===== src/rtl/memory_access_if.sv =====
// Memory-stage bundle: EX/MEM pipeline inputs, data-cache request/response and MEM/WB outputs.
// slave = memory stage, master = surrounding pipeline + cache.
interface memory_access_if #(
  parameter int ADDR_W = 30
);
  logic              WriteBack_3;
  logic [1:0]        Mem_3;
  logic [31:0]       ALU_result_3;
  logic [31:0]       writedata_3;
  logic [4:0]        Rd_3;

  logic              memory_stall;

  logic              DCACHE_ren;
  logic              DCACHE_wen;
  logic [ADDR_W-1:0] DCACHE_addr;
  logic [31:0]       DCACHE_wdata;
  logic [31:0]       DCACHE_rdata;
  logic              DCACHE_stall;

  logic              WriteBack_4;
  logic [4:0]        Rd_4;
  logic [31:0]       writeback_data_4;

  modport slave (
    input  WriteBack_3, Mem_3, ALU_result_3, writedata_3, Rd_3,
    input  DCACHE_rdata, DCACHE_stall,
    output memory_stall, DCACHE_ren, DCACHE_wen, DCACHE_addr, DCACHE_wdata,
    output WriteBack_4, Rd_4, writeback_data_4
  );

  modport master (
    output WriteBack_3, Mem_3, ALU_result_3, writedata_3, Rd_3,
    output DCACHE_rdata, DCACHE_stall,
    input  memory_stall, DCACHE_ren, DCACHE_wen, DCACHE_addr, DCACHE_wdata,
    input  WriteBack_4, Rd_4, writeback_data_4
  );
endinterface


===== src/rtl/memory_access.sv =====
// Memory stage + MEM/WB register: memory ops take >=2 cycles, stall follows DCACHE_stall until acknowledge.
// `MEM_STORE_BUFFER_EN adds a one-entry posted store buffer so isolated stores do not stall.
module memory_access #(
  parameter int ADDR_W = 30
) (
  input logic           clk,
  input logic           rst,
  memory_access_if.slave bus
);

  localparam logic [0:0] IDLE = 1'b0;
  localparam logic [0:0] WAIT = 1'b1;

  logic [0:0]        r_state;
  logic              r_ren;
  logic              r_wen;
  logic [ADDR_W-1:0] r_addr;
  logic [31:0]       r_wdata;

  logic              r_wb;
  logic [4:0]        r_rd;
  logic [31:0]       r_wb_data;

  logic              w_mem_op;
  logic              w_start;
  logic              w_ack;
  logic              w_stall;
  logic              w_ren;
  logic              w_wen;
  logic [ADDR_W-1:0] w_addr;
  logic [31:0]       w_wdata;
  logic [ADDR_W-1:0] w_op_addr;

  assign w_mem_op  = |bus.Mem_3;
  assign w_op_addr = bus.ALU_result_3[ADDR_W+1:2];

`ifdef MEM_STORE_BUFFER_EN
  logic              r_sb_vld;
  logic [ADDR_W-1:0] r_sb_addr;
  logic [31:0]       r_sb_wdata;
  logic              w_sb_push;
  logic              w_sb_ack;

  // Any op behind a buffered store waits for the drain, so loads always see the stored data.
  always_comb begin
    w_ren     = 1'b0;
    w_wen     = 1'b0;
    w_addr    = w_op_addr;
    w_wdata   = bus.writedata_3;
    w_stall   = 1'b0;
    w_start   = 1'b0;
    w_ack     = 1'b0;
    w_sb_push = 1'b0;
    w_sb_ack  = 1'b0;
    if (!rst) begin
      if (r_state == WAIT) begin
        w_ren   = r_ren;
        w_wen   = r_wen;
        w_addr  = r_addr;
        w_wdata = r_wdata;
        w_stall = bus.DCACHE_stall;
        w_ack   = !bus.DCACHE_stall;
      end else if (r_sb_vld) begin
        w_wen    = 1'b1;
        w_addr   = r_sb_addr;
        w_wdata  = r_sb_wdata;
        w_sb_ack = !bus.DCACHE_stall;
        w_stall  = w_mem_op;
      end else if (bus.Mem_3[1]) begin
        w_ren   = 1'b1;
        w_stall = 1'b1;
        w_start = 1'b1;
      end else if (w_mem_op) begin
        w_sb_push = 1'b1;
      end
    end
  end

  always_ff @(posedge clk or posedge rst) begin
    if (rst) begin
      r_sb_vld   <= 1'b0;
      r_sb_addr  <= '0;
      r_sb_wdata <= '0;
    end else if (w_sb_push) begin
      r_sb_vld   <= 1'b1;
      r_sb_addr  <= w_op_addr;
      r_sb_wdata <= bus.writedata_3;
    end else if (w_sb_ack) begin
      r_sb_vld   <= 1'b0;
    end
  end
`else
  // Read wins when both Mem_3 bits are set.
  always_comb begin
    w_ren   = 1'b0;
    w_wen   = 1'b0;
    w_addr  = w_op_addr;
    w_wdata = bus.writedata_3;
    w_stall = 1'b0;
    w_start = 1'b0;
    w_ack   = 1'b0;
    if (!rst) begin
      if (r_state == WAIT) begin
        w_ren   = r_ren;
        w_wen   = r_wen;
        w_addr  = r_addr;
        w_wdata = r_wdata;
        w_stall = bus.DCACHE_stall;
        w_ack   = !bus.DCACHE_stall;
      end else if (w_mem_op) begin
        w_ren   = bus.Mem_3[1];
        w_wen   = !bus.Mem_3[1];
        w_stall = 1'b1;
        w_start = 1'b1;
      end
    end
  end
`endif

  always_ff @(posedge clk or posedge rst) begin
    if (rst) begin
      r_state <= IDLE;
      r_ren   <= 1'b0;
      r_wen   <= 1'b0;
      r_addr  <= '0;
      r_wdata <= '0;
    end else if (w_start) begin
      r_state <= WAIT;
      r_ren   <= w_ren;
      r_wen   <= w_wen;
      r_addr  <= w_addr;
      r_wdata <= w_wdata;
    end else if (w_ack) begin
      r_state <= IDLE;
    end
  end

  // MEM/WB freezes with the rest of the pipe; read data is only valid in the acknowledge cycle.
  always_ff @(posedge clk or posedge rst) begin
    if (rst) begin
      r_wb      <= 1'b0;
      r_rd      <= '0;
      r_wb_data <= '0;
    end else if (!w_stall) begin
      r_wb      <= bus.WriteBack_3;
      r_rd      <= bus.Rd_3;
      r_wb_data <= (w_ack && r_ren) ? bus.DCACHE_rdata : bus.ALU_result_3;
    end
  end

  assign bus.memory_stall     = w_stall;
  assign bus.DCACHE_ren       = w_ren;
  assign bus.DCACHE_wen       = w_wen;
  assign bus.DCACHE_addr      = w_addr;
  assign bus.DCACHE_wdata     = w_wdata;
  assign bus.WriteBack_4      = r_wb;
  assign bus.Rd_4             = r_rd;
  assign bus.writeback_data_4 = r_wb_data;

endmodule

===== src/flat_wrapper.sv =====
// flat-port wrapper written by rule: the top's interface ports become plain ports
module memory_access_flat 
#(
  parameter int ADDR_W = 30
)
  (clk, rst, bus_WriteBack_3, bus_Mem_3, bus_ALU_result_3, bus_writedata_3, bus_Rd_3, bus_DCACHE_rdata, bus_DCACHE_stall, bus_memory_stall, bus_DCACHE_ren, bus_DCACHE_wen, bus_DCACHE_addr, bus_DCACHE_wdata, bus_WriteBack_4, bus_Rd_4, bus_writeback_data_4);
  memory_access_if #(.ADDR_W(ADDR_W)) bus_i ();
  input logic clk;
  input logic rst;
  input wire logic [$bits(bus_i.WriteBack_3)-1:0] bus_WriteBack_3;
  input wire logic [$bits(bus_i.Mem_3)-1:0] bus_Mem_3;
  input wire logic [$bits(bus_i.ALU_result_3)-1:0] bus_ALU_result_3;
  input wire logic [$bits(bus_i.writedata_3)-1:0] bus_writedata_3;
  input wire logic [$bits(bus_i.Rd_3)-1:0] bus_Rd_3;
  input wire logic [$bits(bus_i.DCACHE_rdata)-1:0] bus_DCACHE_rdata;
  input wire logic [$bits(bus_i.DCACHE_stall)-1:0] bus_DCACHE_stall;
  output wire logic [$bits(bus_i.memory_stall)-1:0] bus_memory_stall;
  output wire logic [$bits(bus_i.DCACHE_ren)-1:0] bus_DCACHE_ren;
  output wire logic [$bits(bus_i.DCACHE_wen)-1:0] bus_DCACHE_wen;
  output wire logic [$bits(bus_i.DCACHE_addr)-1:0] bus_DCACHE_addr;
  output wire logic [$bits(bus_i.DCACHE_wdata)-1:0] bus_DCACHE_wdata;
  output wire logic [$bits(bus_i.WriteBack_4)-1:0] bus_WriteBack_4;
  output wire logic [$bits(bus_i.Rd_4)-1:0] bus_Rd_4;
  output wire logic [$bits(bus_i.writeback_data_4)-1:0] bus_writeback_data_4;
  assign bus_i.WriteBack_3 = bus_WriteBack_3;
  assign bus_i.Mem_3 = bus_Mem_3;
  assign bus_i.ALU_result_3 = bus_ALU_result_3;
  assign bus_i.writedata_3 = bus_writedata_3;
  assign bus_i.Rd_3 = bus_Rd_3;
  assign bus_i.DCACHE_rdata = bus_DCACHE_rdata;
  assign bus_i.DCACHE_stall = bus_DCACHE_stall;
  assign bus_memory_stall = bus_i.memory_stall;
  assign bus_DCACHE_ren = bus_i.DCACHE_ren;
  assign bus_DCACHE_wen = bus_i.DCACHE_wen;
  assign bus_DCACHE_addr = bus_i.DCACHE_addr;
  assign bus_DCACHE_wdata = bus_i.DCACHE_wdata;
  assign bus_WriteBack_4 = bus_i.WriteBack_4;
  assign bus_Rd_4 = bus_i.Rd_4;
  assign bus_writeback_data_4 = bus_i.writeback_data_4;
  memory_access #(.ADDR_W(ADDR_W)) u_core (.clk(clk), .rst(rst), .bus(bus_i));
endmodule

===== config.mk =====
export PLATFORM = sky130hd
export DESIGN_NAME = memory_access_flat
export DESIGN_NICKNAME = d
export VERILOG_FILES = /design/src/rtl/memory_access_if.sv /design/src/rtl/memory_access.sv /design/src/flat_wrapper.sv
export SDC_FILE = /design/constraint.sdc
export NUM_CORES = 1
export LEC_CHECK = 0
export ABC_AREA = 1
export BUFFER_PORTS_ARGS = -buffer_cell sky130_fd_sc_hd__buf_2
export CORE_MARGIN = 5
export CORE_UTILIZATION = 35
export CTS_CLUSTER_SIZE = 10
export DETAILED_ROUTE_END_ITERATION = 10
export PLACE_DENSITY = 0.71
export SETUP_SLACK_MARGIN = 0.02
export SYNTH_ARGS = -nofsm -noshare
export SYNTH_HDL_FRONTEND = slang
export SYNTH_SLANG_ARGS = --single-unit

===== constraint.sdc =====
create_clock -name clk -period 5.5 [get_ports clk]
set_clock_uncertainty 0.2 [all_clocks]
set_input_delay 0.55 -clock clk [delete_from_list [all_inputs] [get_ports clk]]
set_output_delay 0.55 -clock clk [all_outputs]
set_load 0.1 [all_outputs]

==> results_dict.tcl, run 1 <==
set metrics [dict create \
    status "completed" \
    endpoint_kind "output pin" \
    syn-cell-area_um2 5290 \
    critPathLaunchType "primary input" \
    cts_max_level 3 \
    regArea_um2 2580 \
    clkSinkCount 103 \
    placeableCoreArea_um2 15000 \
    peakVddDrop_mv 0.329 \
    via_per_inst 4.69 \
    p_seq_share_pct 30.7 \
    setup_tns_ns 0 \
    fillers 1556 \
    fin_util_pct 44.3 \
    hold_buffers 0 \
    drt_iter0_markers 194 \
    syn_area_per_cell_um2 7.28 \
    final_cell_mix "nand2_1, buf_2, inv_1" \
    min_period_over_period_pct 69.7 \
    crit_type "primary input to output pin" \
    yosysSeqAreaShare_pct 48.7 \
    ys_warn_count 0 \
    initial_utilization_pct 35.2 \
    cp_max_fo 105 \
    route.detailed.drc 0 \
    wl_um 15300 \
    wl_per_cell_um 14.0 \
    ant_nets 0 \
    switchingPower_mw 1.88 \
    num-nets-final 1012 \
    clk_latency_ns 0.34 \
    ios 210 \
    worstMarginPinSlew_ns 0.967 \
    rsz0062_at_grt "no" \
    grt_pass1_wl_um 24900 \
    ys_seq_elements 103 \
    post-place-ws_ns 1.59 \
    sw_frac_of_total_pct 54.3 \
    clockBufferDepth 2 \
    drt-pass1-iter-count 4 \
    numPortBuffers 209 \
    hold_violations 0 \
    synth_nets 833 \
    cts_tree "built" \
    cts_resized 0 \
    fp.dieW_um 133 \
    finalSetupViolCount 0 \
    drv_cap 0 \
    synthCells 726 \
    pwr-share-comb_pct 51.8 \
    p_clk_share_pct 17.5 \
    area_growth_pct 25.9 \
    setup_slack_ns 1.67 \
    cts_made_buffers 9 \
    multi_input_area_um2 1970 \
    die_area_um2 17700 \
    p_leak_nw 3.78 \
    dpl.hpwl_um 10500 \
    min_period_ns 3.83 \
    maxSlewViolCount 0 \
    worstPathArrival_ns 3.08 \
    post_layout_nonfiller_instances 1098 \
    place.gp.congestion 0.845 \
    cts-root-buf "clkbuf_16" \
    grt_max_degree 106 \
    reg2reg_depth 5 \
    powerDensity_nw_per_um2 521 \
    die_y_um 133 \
    cts_setup_buffers 0 \
    placedInstanceArea_um2 6380 \
    path_clk_slew_ns 0.07 \
    internal_power_mw 1.58 \
    layout_commonest_cell "nand2_1" \
    synth.distinct_cells 21 \
    place_inst 1082 \
    via_count 5152 \
    rows 45 \
    grt_remaining_overflow 0 \
    grt_util_all_layers_pct 17.2 \
    cp.required_ns 4.75 \
    final_area_um2 6660 \
    slew-limit-headroom_pct 35.6 \
    antenna_found_initial 0 \
    min-delay-path-class "primary input to asynchronous set/reset pin" \
    timing.fmax_mhz 261 \
    grt_pass1_vias 4874 \
    diodes 0 \
    drive_gt1_share_pct 26.0 \
]
## stage by stage
stage | total power, mW | hold WS (ns)
after global placement | 2.86 | 0.251
after global routing | 3.65 | 0.198
final | 3.47 | 0.143
after detailed placement | 2.88 | 0.255
after floorplan | 2.58 | 0.284
after CTS | 3.51 | 0.174
## synthesized netlist by cell type
cell type  number  share of area (%)
dfrtp_1       103                 49
buf_4           8                1.1
nand4_1        32                3.8
a21oi_1         1              0.095
inv_1         129                9.2
clkbuf_2        1              0.095
o21ai_2         1               0.17
inv_2           4               0.28
nand3b_1        1               0.14
o21ai_1        30                2.8
buf_2          18                1.7
buf_1           1              0.071
nand3_2         1               0.19
nand2_2         1               0.12
nor2_1          2               0.14
nor2_2          1               0.12
o21ai_0        99                9.4
clkbuf_1       17                1.2
nand2_1       242                 17
nand3_1        32                3.0
buf_6           2               0.43
## worst max-delay path, stage by stage
cell	delay, ns
buf_2	0.14
inv_4	0.49
nand2_4	0.69
buf_4	0.46
o21ai_0	0.22
buf_2	0.47
## flip-flops by register name (all words and copies together) (netlist names)
name	count
u_core.r_state	1
u_core.r_wen	1
u_core.r_ren	1
u_core.bus.Rd_4	5
u_core.r_wdata	32
u_core.r_addr	30
u_core.bus.WriteBack_4	1
u_core.bus.writeback_data_4	32
## cells by family (layout without fill, tap and decap cells)
group,Yosys count,count (layout),synth area share (%)
buffers and inverters,180,364,14.1
and+or+nand+nor,312,312,24.7
AOI/OAI and AO/OA,131,131,12.5
DFF,103,103,48.7
## power by group through the flow
stage / Sequential (mW) / Combinational [mW] / Clock, mW
floorplan: 1.45 / 1.14 / 0
global placement: 1.07 / 1.79 / 0
global route: 1.09 / 1.91 / 0.654
detailed placement: 1.08 / 1.80 / 0
finish: 1.06 / 1.80 / 0.608
CTS: 1.07 / 1.81 / 0.631
## final timing paths
| kind | startpoint | to | slack (ns) |
|---|---|---|---|
| worst max-delay path | rst | bus_DCACHE_wdata[15] | 1.67 |
| worst min-delay path | rst | u_core.r_addr[20]$_DFFE_PP0P_ | 0.14 |
| worst max register to register | u_core.r_state$_DFFE_PP0P_ | u_core.r_addr[4]$_DFFE_PP0P_ | 2.93 |
| worst min register to register | u_core.bus.Rd_4[1]$_DFFE_PP0N_ | u_core.bus.Rd_4[1]$_DFFE_PP0N_ | 0.27 |
| max in group asynchronous | rst | u_core.r_state$_DFFE_PP0P_ | 3.80 |
| min in group clk | bus_Rd_3[3] | u_core.bus.Rd_4[3]$_DFFE_PP0N_ | 0.20 |
## routing by layer
layer / part of all wire (%) / up-vias / GRT usage, %
met4: 1.1 / 0 / 4.21
met3: 6.6 / 11 / 4.41
met1: 46 / 2356 / 23.4
met5: 0 / - / 0
li1: - / 2609 / -
met2: 46 / 176 / 27.5
## cell type report
type | instances | area share (%)
clock inverter | 4 | 0.470
sequential | 103 | 38.7
timing repair buffer | 215 | 16.4
tap | 188 | 3.53
inverter | 133 | 7.56
clock buffer | 12 | 3.70
multi-input combinational | 443 | 29.6
(Power assumes the default switching activity.)
==> run 2, diff against run 1 <==
Settings changed: PLACE_DENSITY 0.71 to 0.73.
Clock period 5.5 ns to 3.14 ns, I/O delays scaled along.
==> results_dict.tcl, run 2 (synthesized netlist as in run 1, its figures left out) <==
set metrics [dict create \
    setup_slack_ns 0.250 \
    design_power_total_mw 6.89 \
    whs_path_depth 3 \
    cts-root-buf "clkbuf_16" \
    grt_pass1_wl_um 26100 \
    die_y_um 133 \
    rsz0062_at_grt "no" \
    timing.fmax_mhz 346 \
    reg2reg_depth 6 \
    fin_util_pct 53.0 \
    hold_violations 0 \
    finalSetupViolCount 0 \
    min_period_over_period_pct 92.0 \
    reg2reg_slack_ns 1.20 \
    crit_type "primary input to output pin" \
    cp_max_fo 47 \
    drv_cap 0 \
    cts_made_buffers 9 \
    grt_util_all_layers_pct 18.3 \
    cts_max_level 3 \
    cts_tree "built" \
    drt-pass1-iter-count 5 \
    reg2reg_from "u_core.r_state$_DFFE_PP0P_" \
    clk_latency_ns 0.34 \
    via_per_inst 4.76 \
    placeableCoreArea_um2 15000 \
    fillers 1409 \
    setup_tns_ns 0 \
    die_area_um2 17700 \
    path_buf_inv 5 \
    antenna_found_initial 3 \
    fp.dieW_um 133 \
    status "completed" \
    p_leak_nw 4.26 \
    num-nets-final 1023 \
    rows 45 \
    critPathLaunchType "primary input" \
    grt_max_degree 73 \
    numPortBuffers 209 \
    crit_chain "dlygate4sd3_1 > buf_2 > inv_4 > nand2_4 > buf_4 > nand2_1 > o21ai_2 > buf_12" \
    cpLargestDelayFamily "buffers and inverters" \
    area_growth_pct 50.8 \
    drive_gt1_share_pct 33.1 \
    layout_commonest_cell "nand2_1" \
    placedInstanceArea_um2 7610 \
    post-place-ws_ns 0.837 \
    drt_iter0_markers 346 \
    ios 210 \
    maxSlewViolCount 0 \
    cts_setup_buffers 0 \
    clockBufferDepth 2 \
    wl_per_cell_um 14.5 \
    endpoint_kind "output pin" \
    slew-limit-headroom_pct 35.7 \
    min-delay-path-class "primary input to flip-flop" \
    wl_um 16100 \
    worstMarginPinSlew_ns 0.965 \
    r2r_end "u_core.bus.writeback_data_4[2]$_DFFE_PP0N_" \
    peakVddDrop_mv 0.468 \
    dpl.hpwl_um 11600 \
    route.detailed.drc 0 \
    worstPathArrival_ns 2.38 \
    cp.required_ns 2.63 \
    grt_remaining_overflow 0 \
    worstHoldStart "bus_DCACHE_stall" \
    cts_resized 0 \
    cpPeakStageDelay_ns 0.57 \
    final_cell_mix "nand2_1, buf_2, inv_1" \
    critical-path-slowest-cell "dlygate4sd3_1" \
    final_area_um2 7970 \
    initial_utilization_pct 35.2 \
    path_clk_slew_ns 0.06 \
    place.gp.congestion 0.847 \
    clkSinkCount 103 \
    via_count 5285 \
    whs_endpoint "u_core.r_state$_DFFE_PP0P_" \
    min_period_ns 2.89 \
    powerDensity_nw_per_um2 864 \
    ant_nets 0 \
    grt_pass1_vias 5169 \
]
==> run 2: changes by cell type in the layout (fill, tap and decap cells not counted), sizes merged <==
cell         before  now
dlygate4sd3       0    7
buf             215  219
clkinvlp          3    0
bufinv            0    1
clkinv            2    3
diode             0    1
inv             132  133
==> run 2: worst min-delay path: cells and delay by family <==
| kind | cells | cell delay, ns |
|---|---|---|
| simple gates | 1 | 0.07 |
| buf+inv | 1 | 0.09 |
| compound gates | 1 | 0.08 |
==> run 2: how the worst max path moves through the flow <==
stage	from	endpoint	slack, ns	cells after the start
after floorplan	rst	bus_DCACHE_addr[16]	0.15	4
after detailed placement	rst	bus_DCACHE_wdata[17]	0.84	7
final	rst	bus_DCACHE_wdata[10]	0.25	8
after global placement	u_core.r_state$_DFFE_PP0P_	bus_memory_stall	0.86	4
after CTS	rst	bus_DCACHE_wdata[10]	0.25	8
after global routing	rst	bus_DCACHE_wdata[10]	0.07	8
==> run 2: repair_timing <==
item,in CTS,in global routing
setup endpoints to repair,0,0
hold endpoints to repair,37,0
hold buffers,7,0
==> run 2: layer usage <==
layer / routed length (um) / vias up / part of all wire (%) / track usage, %
met2: 7610 / 189 / 47 / 28.6
li1: - / 2630 / - / -
met1: 6730 / 2423 / 42 / 23.0
met5: 27 / - / 0.17 / 0
met4: 489 / 4 / 3.0 / 7.85
met3: 1200 / 39 / 7.5 / 6.12
==> run 2: stage by stage <==
step / cells / hold WS, ns
floorplan: 726 / 0.232
global placement: 1086 / 0.189
detailed placement: 1086 / 0.199
CTS: 1109 / 0.0344
global route: 1110 / 0.0400
finish: 1110 / 0.0517
==> run 2: layout make-up <==
type | count | area, um2 | share of cell area, %
Sequential cell | 103 | 2580 | 32.3
Multi-Input combinational cell | 443 | 2210 | 27.7
Timing Repair Buffer | 226 | 2150 | 27.0
Inverter | 133 | 502 | 6.29
Clock buffer | 12 | 246 | 3.09
Tap cell | 188 | 235 | 2.95
Clock inverter | 4 | 45.0 | 0.565
Antenna cell | 1 | 2.50 | 0.0314
==> run 2: power breakdown <==
| part | total [mW] | switching [mW] | internal, mW |
|---|---|---|---|
| Sequential | 1.87 | 0.141 | 1.73 |
| Clock | 1.13 | 0.489 | 0.637 |
| Combinational | 3.89 | 2.87 | 1.02 |
| Total | 6.89 | 3.50 | 3.38 |
==> run 3, diff against run 2 <==
Settings changed: CORE_UTILIZATION 35 to 41, PLACE_DENSITY 0.73 to 0.82.
==> results_dict.tcl, run 3 (synthesized netlist as in run 1, its figures left out) <==
set metrics [dict create \
    status "completed" \
    clockBufferDepth 2 \
    route.detailed.drc 0 \
    hold_slack_ns 0.0459 \
    hold_violations 0 \
    final_cell_mix "nand2_1, buf_2, inv_1" \
    place.gp.congestion 0.869 \
    reg2reg_from "u_core.r_state$_DFFE_PP0P_" \
    sw_frac_of_total_pct 50.9 \
    slew-limit-headroom_pct 33.2 \
    startpoint "rst" \
    endpoint_kind "output pin" \
    drv_cap 0 \
    min_period_ns 2.96 \
    worstMarginPinSlew_ns 1.00 \
    cp.required_ns 2.63 \
    cts-root-buf "clkbuf_16" \
    drive_gt1_share_pct 33.1 \
    p_clk_share_pct 15.7 \
    grt_pass1_wl_um 25200 \
    grt_remaining_overflow 0 \
    finalSetupViolCount 0 \
    grt_max_degree 77 \
    rows 41 \
    via_count 5284 \
    die_area_um2 15300 \
    clk_latency_ns 0.34 \
    area_growth_pct 51.1 \
    min-delay-path-class "primary input to flip-flop" \
    cp_max_fo 44 \
    hold_buffers 8 \
    design_power_total_mw 6.87 \
    grt_util_all_layers_pct 21.0 \
    cts_max_level 3 \
    ios 210 \
    diodes 0 \
    powerDensity_nw_per_um2 860 \
    final_area_um2 7990 \
    cts_made_buffers 9 \
    fin_util_pct 63.3 \
    antenna_found_initial 0 \
    cts_tree "built" \
    crit_type "primary input to output pin" \
    via_per_inst 4.84 \
    grt_pass1_vias 5108 \
    placedInstanceArea_um2 7610 \
    fp.dieW_um 124 \
    worstHoldStart "bus_Mem_3[0]" \
    setup_tns_ns 0 \
    die_y_um 124 \
    dpl.hpwl_um 11700 \
    drt-pass1-iter-count 6 \
    peakVddDrop_mv 0.476 \
    path_clk_slew_ns 0.06 \
    wl_per_cell_um 14.7 \
    maxSlewViolCount 0 \
    pwr-share-comb_pct 57.0 \
    initial_utilization_pct 41.9 \
    timing.fmax_mhz 338 \
    reg2reg_slack_ns 0.88 \
    internal_power_mw 3.38 \
    rsz0062_at_grt "no" \
    switchingPower_mw 3.50 \
    p_leak_nw 4.26 \
    worstPathArrival_ns 2.45 \
    wl_um 16000 \
    cts_setup_buffers 0 \
    critPathLaunchType "primary input" \
    layout_commonest_cell "nand2_1" \
    clkSinkCount 103 \
    numPortBuffers 209 \
    ant_nets 0 \
    placeableCoreArea_um2 12600 \
    cts_resized 0 \
    num-nets-final 1023 \
    p_seq_share_pct 27.2 \
    min_period_over_period_pct 94.3 \
    drt_iter0_markers 427 \
]
## run 3: cell type report
type | count | area (um2)
clock buffers | 14 | 284
fillers | 1064 | 4630
inverters | 133 | 503
multi-input cells | 443 | 2220
flip-flops and latches | 103 | 2580
well taps | 172 | 215
repair buffers | 226 | 2190
## run 3: routing by layer
metal | global-route usage [%] | part of all wire, %
met3 | 5.22 | 8.5
met5 | 0 | 0
met1 | 27.5 | 41
met4 | 8.10 | 2.5
met2 | 33.4 | 48
## run 3: metrics by stage
stage,std cells,setup slack (ns)
after floorplan,726,0.152
after global placement,1069,0.676
after detailed placement,1069,0.577
after CTS,1091,0.175
after global routing,1091,0.0604
final,1091,0.180
## run 3: worst paths after layout
kind,endpoint,cells after the start
worst max-delay path,bus_DCACHE_addr[8],8
max in group asynchronous,u_core.r_addr[6]$_DFFE_PP0P_,4
worst min-delay path,u_core.r_state$_DFFE_PP0P_,3
min in group asynchronous,u_core.bus.Rd_4[1]$_DFFE_PP0N_,4
worst max register to register,u_core.r_wdata[0]$_DFFE_PP0P_,5
worst min register to register,u_core.bus.WriteBack_4$_DFFE_PP0N_,2
## run 3: critical path: stages
cell           delay (ns)
dlygate4sd3_1        0.54
buf_2                0.18
inv_4                0.07
nand2_8              0.23
buf_4                0.52
nand2_1              0.17
o21ai_2              0.15
buf_12               0.21
## run 3: power groups by stage
stage / clock, mW / sequential [mW] / combinational [mW]
after floorplan: 0 / 2.53 / 2.16
after global placement: 0 / 1.87 / 3.88
after detailed placement: 0 / 1.89 / 3.92
after CTS: 1.11 / 1.87 / 3.95
after global routing: 1.15 / 1.91 / 4.13
final: 1.08 / 1.87 / 3.92
